`src/rtl/vec_elem_seq_pkg.sv`:
```
// Shared definitions for the vector element sequencer.
// Holds the sequencer state encoding and the default limits for the
// supported vector length and the number of in-flight elements.
package vec_elem_seq_pkg;

  typedef enum logic [1:0] {
    VSEQ_IDLE  = 2'd0,
    VSEQ_ISSUE = 2'd1,
    VSEQ_DRAIN = 2'd2
  } vseqState_e;

  localparam int unsigned VSEQ_MAX_VL  = 32;
  localparam int unsigned VSEQ_MAX_OUT = 4;

endpackage

```
`src/rtl/vec_elem_seq_credit_cnt.sv`:
```
// vseq_credit_cnt: saturating up/down counter of elements issued to the
// lane but not yet written back.
// Ports:
//   clock, reset : clock and synchronous active-high reset
//   inc          : one element transferred this cycle
//   dec          : one element written back this cycle (ignored at zero)
//   clr          : abort, count returns to zero (dominates inc/dec)
//   count        : current in-flight count
//   full         : count has reached MAX_OUT, no further issue allowed
module vseq_credit_cnt
  import vec_elem_seq_pkg::*;
#(
  parameter int unsigned MAX_OUT = VSEQ_MAX_OUT,
  parameter int unsigned CNT_W   = $clog2(MAX_OUT) + 1
) (
  input  logic             clock,
  input  logic             reset,
  input  logic             inc,
  input  logic             dec,
  input  logic             clr,
  output logic [CNT_W-1:0] count,
  output logic             full
);

  logic [CNT_W-1:0] cnt;
  logic             decEff;

  // A writeback with nothing outstanding is spurious and must not wrap.
  assign decEff = dec && (cnt != '0);

  always_ff @(posedge clock) begin
    if (reset || clr) begin
      cnt <= '0;
    end else if (inc && !decEff) begin
      cnt <= cnt + CNT_W'(1);
    end else if (decEff && !inc) begin
      cnt <= cnt - CNT_W'(1);
    end
  end

  assign count = cnt;
  assign full  = (cnt >= CNT_W'(MAX_OUT));

endmodule

```
`src/rtl/vec_elem_seq.sv`:
```
// vec_elem_seq: element sequencer for multi-cycle vector instructions.
// Accepts one decoded vector instruction from ID, stalls the scalar front
// end, then issues one element operation per cycle to the shared lane
// until vl elements are issued and written back. In-flight elements are
// bounded by a credit counter; flush aborts the instruction.
// Ports:
//   clock, reset                  : clock, synchronous active-high reset
//   vec_valid / vec_ready         : instruction handshake with ID
//   vec_vd, vec_vs1, vec_vs2      : register fields of the instruction
//   csr_vl                        : vl from the CSR file, clamped to MAX_VL
//   elem_valid / elem_ready       : element handshake with the lane
//   elem_idx, elem_last           : element index, last-element flag
//   elem_vd, elem_vs1, elem_vs2   : latched register fields
//   wb_ack                        : one element completed writeback
//   flush                         : kill the current instruction
//   stall_pipe, busy              : hold IF/ID, sequencer not idle
//   done                          : one-cycle completion pulse
module vec_elem_seq
  import vec_elem_seq_pkg::*;
#(
  parameter int unsigned MAX_VL  = VSEQ_MAX_VL,
  parameter int unsigned MAX_OUT = VSEQ_MAX_OUT,
  parameter int unsigned VL_W    = $clog2(MAX_VL) + 1
) (
  input  logic            clock,
  input  logic            reset,
  input  logic            vec_valid,
  output logic            vec_ready,
  input  logic [4:0]      vec_vd,
  input  logic [4:0]      vec_vs1,
  input  logic [4:0]      vec_vs2,
  input  logic [VL_W-1:0] csr_vl,
  output logic            elem_valid,
  input  logic            elem_ready,
  output logic [VL_W-1:0] elem_idx,
  output logic [4:0]      elem_vd,
  output logic [4:0]      elem_vs1,
  output logic [4:0]      elem_vs2,
  output logic            elem_last,
  input  logic            wb_ack,
  input  logic            flush,
  output logic            stall_pipe,
  output logic            busy,
  output logic            done
);

  localparam int unsigned CNT_W = $clog2(MAX_OUT) + 1;

  vseqState_e       state, stateNext;
  logic [VL_W-1:0]  vl, idx, vlClamp;
  logic [4:0]       vdReg, vs1Reg, vs2Reg;
  logic             doneReg, doneNext;
  logic [CNT_W-1:0] outCnt;
  logic             full;
  logic             vecReadyC, elemValidC, accept, xfer, ackEff, drainEmpty;
  logic             elemLast;

  assign vlClamp  = (csr_vl > VL_W'(MAX_VL)) ? VL_W'(MAX_VL) : csr_vl;
  assign elemLast = (idx == vl - VL_W'(1));

  vseq_credit_cnt #(
    .MAX_OUT(MAX_OUT),
    .CNT_W  (CNT_W)
  ) creditCnt (
    .clock(clock),
    .reset(reset),
    .inc  (xfer),
    .dec  (ackEff),
    .clr  (flush),
    .count(outCnt),
    .full (full)
  );

  always_ff @(posedge clock) begin
    if (reset) state <= VSEQ_IDLE;
    else       state <= stateNext;
  end

  always_comb begin
    stateNext  = state;
    vecReadyC  = 1'b0;
    elemValidC = 1'b0;
    doneNext   = 1'b0;
    ackEff     = wb_ack && (state != VSEQ_IDLE) && !flush;
    // Completion looks through a writeback landing in the same cycle.
    drainEmpty = (outCnt == '0) || ((outCnt == CNT_W'(1)) && ackEff);
    case (state)
      VSEQ_IDLE: begin
        vecReadyC = !reset && !flush;
        if (vec_valid && vecReadyC)
          stateNext = (vlClamp != '0) ? VSEQ_ISSUE : VSEQ_DRAIN;
      end
      VSEQ_ISSUE: begin
        elemValidC = !full && !flush;
        if (elemValidC && elem_ready && elemLast) stateNext = VSEQ_DRAIN;
      end
      VSEQ_DRAIN: begin
        if (drainEmpty && !flush) begin
          stateNext = VSEQ_IDLE;
          doneNext  = 1'b1;
        end
      end
      default: stateNext = VSEQ_IDLE;
    endcase
    if (flush) stateNext = VSEQ_IDLE;
    accept = vec_valid && vecReadyC;
    xfer   = elemValidC && elem_ready;
  end

  always_ff @(posedge clock) begin
    if (reset) begin
      vl      <= '0;
      idx     <= '0;
      vdReg   <= '0;
      vs1Reg  <= '0;
      vs2Reg  <= '0;
      doneReg <= 1'b0;
    end else begin
      doneReg <= doneNext;
      if (accept) begin
        vl     <= vlClamp;
        idx    <= '0;
        vdReg  <= vec_vd;
        vs1Reg <= vec_vs1;
        vs2Reg <= vec_vs2;
      end else if (xfer) begin
        idx <= idx + VL_W'(1);
      end
    end
  end

  assign vec_ready  = vecReadyC;
  assign elem_valid = elemValidC;
  assign elem_idx   = idx;
  assign elem_vd    = vdReg;
  assign elem_vs1   = vs1Reg;
  assign elem_vs2   = vs2Reg;
  assign elem_last  = elemLast;
  assign busy       = (state != VSEQ_IDLE);
  assign stall_pipe = busy;
  assign done       = doneReg;

endmodule

```
`config.mk`:
```
export PLATFORM = sky130hd
export DESIGN_NAME = vec_elem_seq
export DESIGN_NICKNAME = d
export VERILOG_FILES = /design/src/rtl/vec_elem_seq_pkg.sv /design/src/rtl/vec_elem_seq_credit_cnt.sv /design/src/rtl/vec_elem_seq.sv
export SDC_FILE = /design/constraint.sdc
export NUM_CORES = 1
export LEC_CHECK = 0
export BUFFER_PORTS_ARGS = -buffer_cell sky130_fd_sc_hd__buf_2
export CAP_MARGIN = 20
export CORE_MARGIN = 2
export CORE_UTILIZATION = 30
export CTS_CLUSTER_DIAMETER = 80
export DETAILED_ROUTE_END_ITERATION = 10
export HOLD_SLACK_MARGIN = 0.1
export PLACE_DENSITY = 0.54
export REMOVE_ABC_BUFFERS = 1
export SLEW_MARGIN = 5
export SYNTH_ARGS = -nofsm -noshare
export SYNTH_HDL_FRONTEND = slang
export SYNTH_SLANG_ARGS = --single-unit
export TNS_END_PERCENT = 1
```
`constraint.sdc`:
```
create_clock -name clock -period 2.4 [get_ports clock]
set_clock_uncertainty 0.05 [all_clocks]
set_input_delay 0.12 -clock clock [delete_from_list [all_inputs] [get_ports clock]]
set_output_delay 0.12 -clock clock [all_outputs]
set_load 0.01 [all_outputs]
```
# --- Yosys cells after proc, flatten, opt, wreduce, memory -nomap -nowiden ---
# Cells that the tools add are included.
# Widths: inputs -> output; s select.
op_classes:
  add_sub_neg: 4
  multipliers: 0
  n_div: 0
  n_lt_le_gt_ge: 2
  eq_ne: 7
  n_shift: 0
  n_mux: 11
  bitwise_logic: 1
  reduce_logical: 31
op_table:
  columns: ["cell", "count"]
  rows:
  - ["$logic_and 1x1->1", 14]
  - ["$mux 2", 4]
  - ["$add 6x1->6 const B", 1]
  - ["$eq 6x6->1", 1]
  - ["$gt 6x6->1 const B", 1]
  - ["$mux 3", 2]
  - ["$mux 6", 1]
  - ["$ne 2x2->1 const B", 3]
  - ["$pmux 2 s3", 1]
  - ["$reduce_bool 6->1", 1]
  - ["$reduce_or 2->1", 3]
  - ["$sub 6x1->6 const B", 1]
  - ["$logic_not 1->1", 5]
  - ["$reduce_bool 2->1", 2]
  - ["$add 3x1->3 const B", 1]
  - ["$eq 3x1->1 const B", 1]
  - ["$ge 3x3->1 const B", 1]
  - ["$logic_not 3->1", 1]
  - ["$mux 1", 3]
  - ["$reduce_and 3->1", 1]
  - ["$reduce_bool 3->1", 1]
  - ["$sub 3x1->3 const B", 1]
  - ["$eq 2x1->1 const B", 1]
  - ["$eq 2x2->1 const B", 1]
  - ["3 further kinds", 4]
totals:
  ff_bits: 33
  latch_bits: 0
  mem_bits_rw: 0
  rom_bits: 0
  in_bits: 27
  out_inout_bits: 27
  elab_cells: 64
  memories: 0

# --- Depth between registers and ports, before layout ---
# Gate-level depths: netlist of the first run.
logic_depth:
  ltp_word: 9
  ltp_mapped: 10
  depth_no_buf: 10

# --- By module ---
# From an unflattened synthesis of the first run, not the netlist that was laid out.
unflattened:
  hier_cells: 179
  hier_area_um2: 1626.6
modules_own_cells:
  columns: ["module", "instances", "cells_per_inst", "area_each_um2", "seq_area_each_um2"]
  rows:
  - ["vec_elem_seq", 1, 163, 1462.7, 600.6]
  - ["vseq_credit_cnt", 1, 16, 163.9, 60.1]

# --- Least setup slack after synthesis of the first run ---
# No wires, ideal clock.
synth_path:
  path_kind: "register to register"
  from: "register creditCnt.cnt[2] (netlist: creditCnt.count[2])"
  to: "register creditCnt.cnt[1] (netlist: creditCnt.count[1])"
  setup_time_ns: 0.116
  t_arrival_ns: 1.564
  required_time_ns: 2.234
  setup_slack_ns: 0.669
  path_stages_with_launch: 9
  path_buffers: 1
  period_less_slack_ns: 1.731
  path_cell_list: "dfxtp_1 nor4b_2 and2_1 buf_4 ha_1 xor2_1 nor2_1 a21oi_1 nor2_1"
synth_between:
  elab_chain_len: 8
  word_cells_on_any_way: 13
  cone_classes: "order compare: 1; mux: 2; reduce/logical: 10"
synth_lines:
  columns: ["item", "line", "rtl"]
  rows:
  - ["from (decl)", "vec_elem_seq_credit_cnt.sv:25", "logic [CNT_W-1:0] cnt;"]
  - ["from (signal assigned)", "vec_elem_seq_credit_cnt.sv:35", "cnt <= cnt + CNT_W'(1);"]
  - ["from (signal assigned)", "vec_elem_seq_credit_cnt.sv:37", "cnt <= cnt - CNT_W'(1);"]
  - ["$ge 3x3->1 *", "vec_elem_seq_credit_cnt.sv:42", "assign full = (cnt >= CNT_W'(MAX_OUT));"]
  - ["$logic_not 1->1 *", "vec_elem_seq.sv:94", "elemValidC = !full && !flush;"]
  - ["$logic_and 1x1->1 *", "vec_elem_seq.sv:94", null]
  - ["$mux 1 *", "vec_elem_seq.sv:87", "case (state)"]
  - ["via elem_valid", "vec_elem_seq.sv:33", "output logic elem_valid,"]
  - ["$logic_and 1x1->1 *", "vec_elem_seq.sv:107", "xfer = elemValidC && elem_ready;"]
  - ["via creditCnt.inc", "vec_elem_seq_credit_cnt.sv:18", "input logic inc,"]
  - ["$logic_not 1->1", "vec_elem_seq_credit_cnt.sv:36", "end else if (decEff && !inc) begin"]
  - ["$logic_and 1x1->1", "vec_elem_seq_credit_cnt.sv:36", null]
  - ["$reduce_bool 2->1 (no line)", null, null]
# Mark *: on every way through the listed nets, which the timed path passes. The rest lies on a longest branch.
# A chain may end at the register's enable or synchronous reset.

# --- Worst setup path after layout of the first run ---
layout_path:
  from: "register vl[3]"
  to: "output elem_last"
layout_between:
  elab_chain_len: 2
layout_lines:
  columns: ["item", "line", "rtl"]
  rows:
  - ["from (decl)", "vec_elem_seq.sv:50", "logic [VL_W-1:0] vl, idx, vlClamp;"]
  - ["from (signal assigned)", "vec_elem_seq.sv:121", "vl <= vlClamp;"]
  - ["$sub 6x1->6", "vec_elem_seq.sv:59", "assign elemLast = (idx == vl - VL_W'(1));"]
  - ["$eq 6x6->1", "vec_elem_seq.sv:59", null]
  - ["to (decl)", "vec_elem_seq.sv:39", "output logic elem_last,"]
# Every way passes these cells.

==> results of run 1 <==
## logic make-up (layout without fill, tap and decap cells)
group	after synthesis	after routing	share of synthesized area, %
flip-flops	33	33	39.79
buffers and inverters	16	89	5.802
AO/OA/AOI/OAI	29	29	9.947
multiplexers	2	2	1.206
XOR/XNOR	15	15	8.365
adder cells (fa/ha/maj)	7	7	5.275
AND/OR/NAND/NOR	89	89	29.62
## per-stage QoR
| stage | hold slack, ps | cell area (sq um) | total power, mW | utilization, % | cells |
|---|---|---|---|---|---|
| 6_report | 124.3 | 2280 | 1.273 | 41.91 | 336 |
| 5_1_grt | 140.6 | 2280 | 1.340 | 41.91 | 336 |
| 4_1_cts | 112.1 | 2280 | 1.295 | 41.91 | 336 |
| 3_5_place_dp | 273.4 | 1953 | 0.7254 | 35.91 | 307 |
| 3_3_place_gp | 268.4 | 1953 | 0.7251 | 35.91 | 307 |
| 2_1_floorplan | 139.1 | 1583 | 0.6630 | - | 180 |
## sequential cells by signal, summed over array words and instances, names as in the netlist
signal	count
done	1
elem_vs1	5
vl	6
state	2
elem_idx	6
elem_vd	5
elem_vs2	5
creditCnt.count	3
## cell usage after synthesis
cell	instances
nor3_1	7
or2b_1	1
nor4b_2	1
a32o_2	1
buf_6	3
mux2i_1	2
or4_1	1
nand4b_1	2
inv_1	5
nor2_1	10
xnor2_2	1
a21oi_1	4
clkbuf_1	3
buf_4	3
o21ai_1	17
nor2_4	1
xnor2_1	4
nor2_2	1
o211ai_1	1
ha_1	7
nor4_1	1
o31ai_1	2
nor3_2	2
and2_1	2
nand3_1	4
and3_1	2
nand2b_1	18
or2_1	2
o21ai_0	1
o22ai_1	1
nand3b_1	6
o221ai_1	1
nor2b_1	1
nand2_1	25
a31oi_1	1
nand4_1	2
dfxtp_1	33
xor2_1	10
buf_2	2
## layout by cell type, fill, tap and decap left out, types with 4 or more instances in the layout
| cell | Yosys | final |
|---|---|---|
| dfxtp_1 | 33 | 33 |
| nor3_1 | 7 | 7 |
| dlygate4sd3_1 | 0 | 21 |
| nand3_1 | 4 | 4 |
| nand2_1 | 25 | 25 |
| a21oi_1 | 4 | 4 |
| nor2_1 | 10 | 10 |
| o21ai_1 | 17 | 17 |
| buf_2 | 2 | 53 |
| clkbuf_8 | 0 | 6 |
| nand3b_1 | 6 | 6 |
| xor2_1 | 10 | 10 |
| ha_1 | 7 | 7 |
| inv_1 | 5 | 5 |
| xnor2_1 | 4 | 4 |
| nand2b_1 | 18 | 18 |
## path summary, 6_finish.rpt
| kind | start | to | cells after the start |
|---|---|---|---|
| max | vl[3] | elem_last | 6 |
| min | wb_ack | done | 3 |
| min reg2reg | elem_vs2[0] | elem_vs2[0] | 2 |
| max reg2reg | creditCnt.count[0] | creditCnt.count[2] | 8 |
## worst max-delay path: cells and delay by family (launching register included)
family,cells,cell delay (ps)
flip-flops,1,350
AND/OR/NAND/NOR,4,830
XOR/XNOR,1,150
buffers and inverters,1,140
## power groups by stage
stage / combinational [mW] / sequential [mW] / clock (mW)
after CTS: 0.161 / 0.579 / 0.556
after floorplan: 0.0668 / 0.596 / 0
after global placement: 0.134 / 0.591 / 0
final: 0.159 / 0.579 / 0.535
after global routing: 0.176 / 0.581 / 0.583
after detailed placement: 0.134 / 0.591 / 0
## metal layers
layer | up-vias | part of all wire [%] | GRT usage (%)
li1 | 787 | - | -
met1 | 653 | 47 | 15.64
met2 | 32 | 46 | 20.60
met3 | 7 | 4.6 | 4.253
met4 | 0 | 2.0 | 6.140
met5 | - | 0 | 0
## layout make-up
| type | count | area, sq um |
|---|---|---|
| Tap cell | 72 | 90.09 |
| Clock buffer | 7 | 86.33 |
| Timing Repair Buffer | 76 | 490.5 |
| Multi-Input combinational cell | 142 | 903.4 |
| Sequential cell | 33 | 660.6 |
| Fill cell | 544 | 3159 |
| Clock inverter | 1 | 30.03 |
| Inverter | 5 | 18.77 |
## timing repair
item	in CTS	in global routing
hold buffers	21	0
hold endpoints to repair	21	0
buffers inserted	0	0
==> results.md, run 1 <==
- Share of the yosys chip area belonging to registers: 39.79%
- Min-delay worst type: input port to flip-flop
- Synth warn: 0
- Seq cells post-synth: 33
- Total global routing overflow: 0
- Global-route wire length before repair: 6223 microns
- Clock Latency Late Sink: 280 ps
- Switching power total: 0.2829 mW
- Final Setup Violations: 0
- Clock-pin slew on the worst setup and hold paths: 70 ps
- Hpwl dp: 2497 microns
- Area growth, synth to finish: 37.30%
- CP Launch Type: flip-flop
- CP Capture Type: primary output
- H-tree Lvls: 2
- Fin crit share: 79.58%
- Max Transition Viols Final: 0
- Routability congestion estimate: 0.8206
- Setup_tns: 0 ps
- Reg power frac: 45.5%
- WL/cell: 11.01 microns
- Number of global-route vias before repair: 1422
- Worst EP required: 2230 ps
- Data arrival time of the worst path: 1740 ps
- Post-synth top area share: 39.79%
- Pwr/cell area: 558.4 mW/mm^2
- Die ar.: 0.006146 sq mm
- Setup slack, reg-to-reg: 550 ps
- Crit path max fanout: 5
- Die Span X: 78.40 microns
- Cell taking the most area after synthesis: dfxtp_1
- Slew HR: 68.72%
- Status: finished clean
- Pleak: 0.9872 nW
- Initial drt markers: 95
- Number of routed nets with antenna violations: 0
- DRT Wirelength: 3699 microns
- DR vias: 1479
- Worst setup margin: 490.1 ps
- GRT Total Usage: 12.90%
- Antenna violations before repair: 0
- Antenna cells: 0
- Die H: 78.40 microns
- I/O Buffers: 53
- CTS tree: done
- Layout Nets: 297
- IO Pins: 54
- Worst Path Class, Setup: flip-flop to primary output
- Largest net degree at the start of global routing: 48
- Sink Count: 33
- Critical-path top delay cell: or4_1
- Mapped cell area: 0.001660 sq mm
- Crit-path cells: or4_1 > nor2_2 > xnor2_1 > nand3_1 > nor2_1 > buf_2
- Clk root buf: clkbuf_8
- Clock Power Share: 42.1%
- Share of cells above drive strength 1: 26.14%
- Dpl ws: 557.4 ps
- Max-Cap Viols: 0
- Clock buffer depth: 2
- Ranking of synthesized cells by area: dfxtp_1, nand2b_1, nand2_1, ha_1, xor2_1
- Fmax: 523.6 MHz
- RSZ-0062 raised after global routing: false
- Internal: 0.9900 mW
- Num rows: 27
- Slew @ Worst Pin: 469.2 ps
- Sw frac: 22.23%
- Post_cts resized: 0
- Gate Count Post-Synth: 191
- Starting density of the core: 30.53%
- Comb pwr share: 12.5%
- VDD IR max: 0.3061 mV
- Via/cell ratio: 4.402
- DRC: 0
- Core ar.: 0.005439 sq mm
- Cell variety after synth: 39
- CP max stage delay: 540 ps
- Total CTS buffers: 5
- Final Hold Viols: 0
- DR pass1 iterations: 4
- Tmin final: 1910 ps
- Syn avg cell area: 8.693 sq um
No activity file was read; power rests on OpenSTA's default activity.
==> run 2, diff against run 1 <==
==> constraint.sdc (replaced) <==
create_clock -name clock -period 2 [get_ports clock]
set_clock_uncertainty 0.05 [all_clocks]
set_input_delay 0.1 -clock clock [delete_from_list [all_inputs] [get_ports clock]]
set_output_delay 0.1 -clock clock [all_outputs]
set_load 0.01 [all_outputs]
==> results.md, run 2 (same netlist as run 1, synthesis figures left out) <==
- Status: finished clean
- Placement Cell Area: 0.001981 sq mm (+1.4%)
- Reg2reg end: state[0]
- Routability congestion estimate: 0.7619 (-7.2%)
- CP max stage delay: 540 ps (about the same)
- Total CTS buffers: 5 (unchanged)
- Max-Cap Viols: 0 (unchanged)
- I/O Buffers: 53 (unchanged)
- Area growth, synth to finish: 41.30%
- Antenna violations before repair: 0 (unchanged)
- VDD IR max: 0.3509 mV (+15%)
- Number of routed nets with antenna violations: 0 (unchanged)
- DRT Wirelength: 3954 microns (+6.9%)
- Crit path max fanout: 3 (-2)
- Critical R2R Launch: vl[1]
- Hold Slack: 111.5 ps (-12.84 ps)
- Met2 Use GR: 21.64% (+1.0 points)
- Setup slack, reg-to-reg: 180 ps (-370 ps)
- Pwr/cell area: 663.6 mW/mm^2 (+19%)
- Grt met1 use: 16.52% (+0.89 points)
- Die ar.: 0.006146 sq mm (unchanged)
- Pleak: 1.021 nW (+3.4%)
- GRT Total Usage: 13.35% (+0.45 points)
- Sink Count: 33 (unchanged)
- Via/cell ratio: 4.444 (+0.96%)
- Total global routing overflow: 0 (unchanged)
- Fill count: 521 (-4.2%)
- Final Hold Viols: 0 (unchanged)
- Most frequent cells in the layout: buf_2, dfxtp_1, nand2_1
- Max Transition Viols Final: 0 (unchanged)
- Worst EP required: 1850 ps (-380 ps)
- Commonest non-fill, non-tap cell in the layout: buf_2
- Worst r2r path cells: 6 (-2)
- Largest net degree at the start of global routing: 48 (unchanged)
- Starting density of the core: 30.53% (unchanged)
- Share of cells above drive strength 1: 29.48% (+3.3 points)
- Data arrival time of the worst path: 1750 ps (about the same)
- Initial drt markers: 68 (-28%)
- Tmin final: 1896 ps
- WL/cell: 11.63 microns (+5.6%)
- Hpwl dp: 2567 microns (+2.8%)
- Number of global-route vias before repair: 1446 (+1.7%)
- Clock Latency Late Sink: 280 ps (about the same)
- Clock buffer depth: 2 (unchanged)
- Hold path start: wb_ack
- Die H: 78.40 microns (unchanged)
- CP Capture Type: primary output
- Min-delay worst type: input port to flip-flop
- CP Launch Type: flip-flop
- Die Span X: 78.40 microns (unchanged)
- H-tree Lvls: 2 (unchanged)
- Met3 Use GR: 4.023% (-0.23 points)
- Cell area after layout: 0.002346 sq mm (+2.9%)
- Fin crit share: 94.81%
- Antenna cells: 0 (unchanged)
- Final Setup Violations: 0 (unchanged)
- Crit-path cells: or4_4 > nor2_4 > xnor2_2 > nand3_1 > nor2_1 > buf_2
- Clk root buf: clkbuf_8
- Fmax: 527.4 MHz
- DR pass1 iterations: 4 (unchanged)
- DRC: 0 (unchanged)
- Core ar.: 0.005439 sq mm (unchanged)
- IO Pins: 54 (unchanged)
- Min-Delay Path Depth: 4 (+1)
- Clock-pin slew on the worst setup and hold paths: 70 ps (about the same)
- Layout Nets: 301 (+1.3%)
- Num rows: 27 (unchanged)
- DR vias: 1511 (+2.2%)
- RSZ-0062 raised after global routing: true
- Global-route wire length before repair: 6479 microns (+4.1%)
- Worst Path Class, Setup: flip-flop to primary output
- CTS tree: done
- Critical-path top delay cell: or4_4
- Gr busiest metal: met2
- WHS Endpoint: state[1]
- Slew @ Worst Pin: 307.1 ps (-162.1 ps)
- Slew HR: 79.37% (+11 points)
## run 2: what timing repair did
item,in CTS,in global routing
hold buffers,21,0
setup endpoints to repair,0,3
endpoints found under the hold margin,21,0
buffers inserted,0,2
gates resized for setup,0,9
## run 2: worst max-delay path by stage
stage	depth (start not counted)	slack (ps)	start	endpoint
2_1_floorplan	5	-120	state[1]	vl[0]
3_3_place_gp	8	200	creditCnt.count[0]	creditCnt.count[2]
3_5_place_dp	8	140	creditCnt.count[0]	creditCnt.count[2]
4_1_cts	6	90	vl[3]	elem_last
5_1_grt	6	-20	vl[1]	elem_last
6_report	6	100	vl[1]	elem_last
## run 2: layer usage
layer | vias to the layer above | wire (microns)
met3 | 6 | 155
met5 | - | 0
met4 | 0 | 80
met1 | 673 | 1910
li1 | 798 | -
met2 | 34 | 1807
## run 2: layout make-up
class | count | area (sq um) | share of cell area, %
sequential | 33 | 668.1 | 28.48
tap | 72 | 90.09 | 3.840
clock buffer | 7 | 86.33 | 3.680
inverter | 5 | 18.77 | 0.8000
timing repair buffer | 80 | 533.0 | 22.72
multi-input combinational | 142 | 919.6 | 39.20
clock inverter | 1 | 30.03 | 1.280
## run 2: stage by stage
step	setup TNS, ps	util, %	instances	worst slack [ps]	power, mW
5_1_grt	-20.71	43.13	340	-20.71	1.628
2_1_floorplan	-2426	-	180	-116.7	0.7956
6_report	0	43.13	340	103.8	1.557
4_1_cts	0	42.42	338	89.75	1.561
3_3_place_gp	0	36.42	309	202.2	0.8728
3_5_place_dp	0	36.42	309	143.7	0.8739
## run 2: where the power goes
group,internal [mW],switching (mW),total [mW]
Sequential,0.679,0.0158,0.695
Clock,0.406,0.246,0.653
Combinational,0.116,0.0938,0.209
## run 2: worst max-delay path, delay by kind of cell, from the launching register on
family,cells,cell delay (ps)
xor gates and xnor gates,1,130
and+or+nand+nor,4,860
buffers and inverters,1,130
DFF,1,330
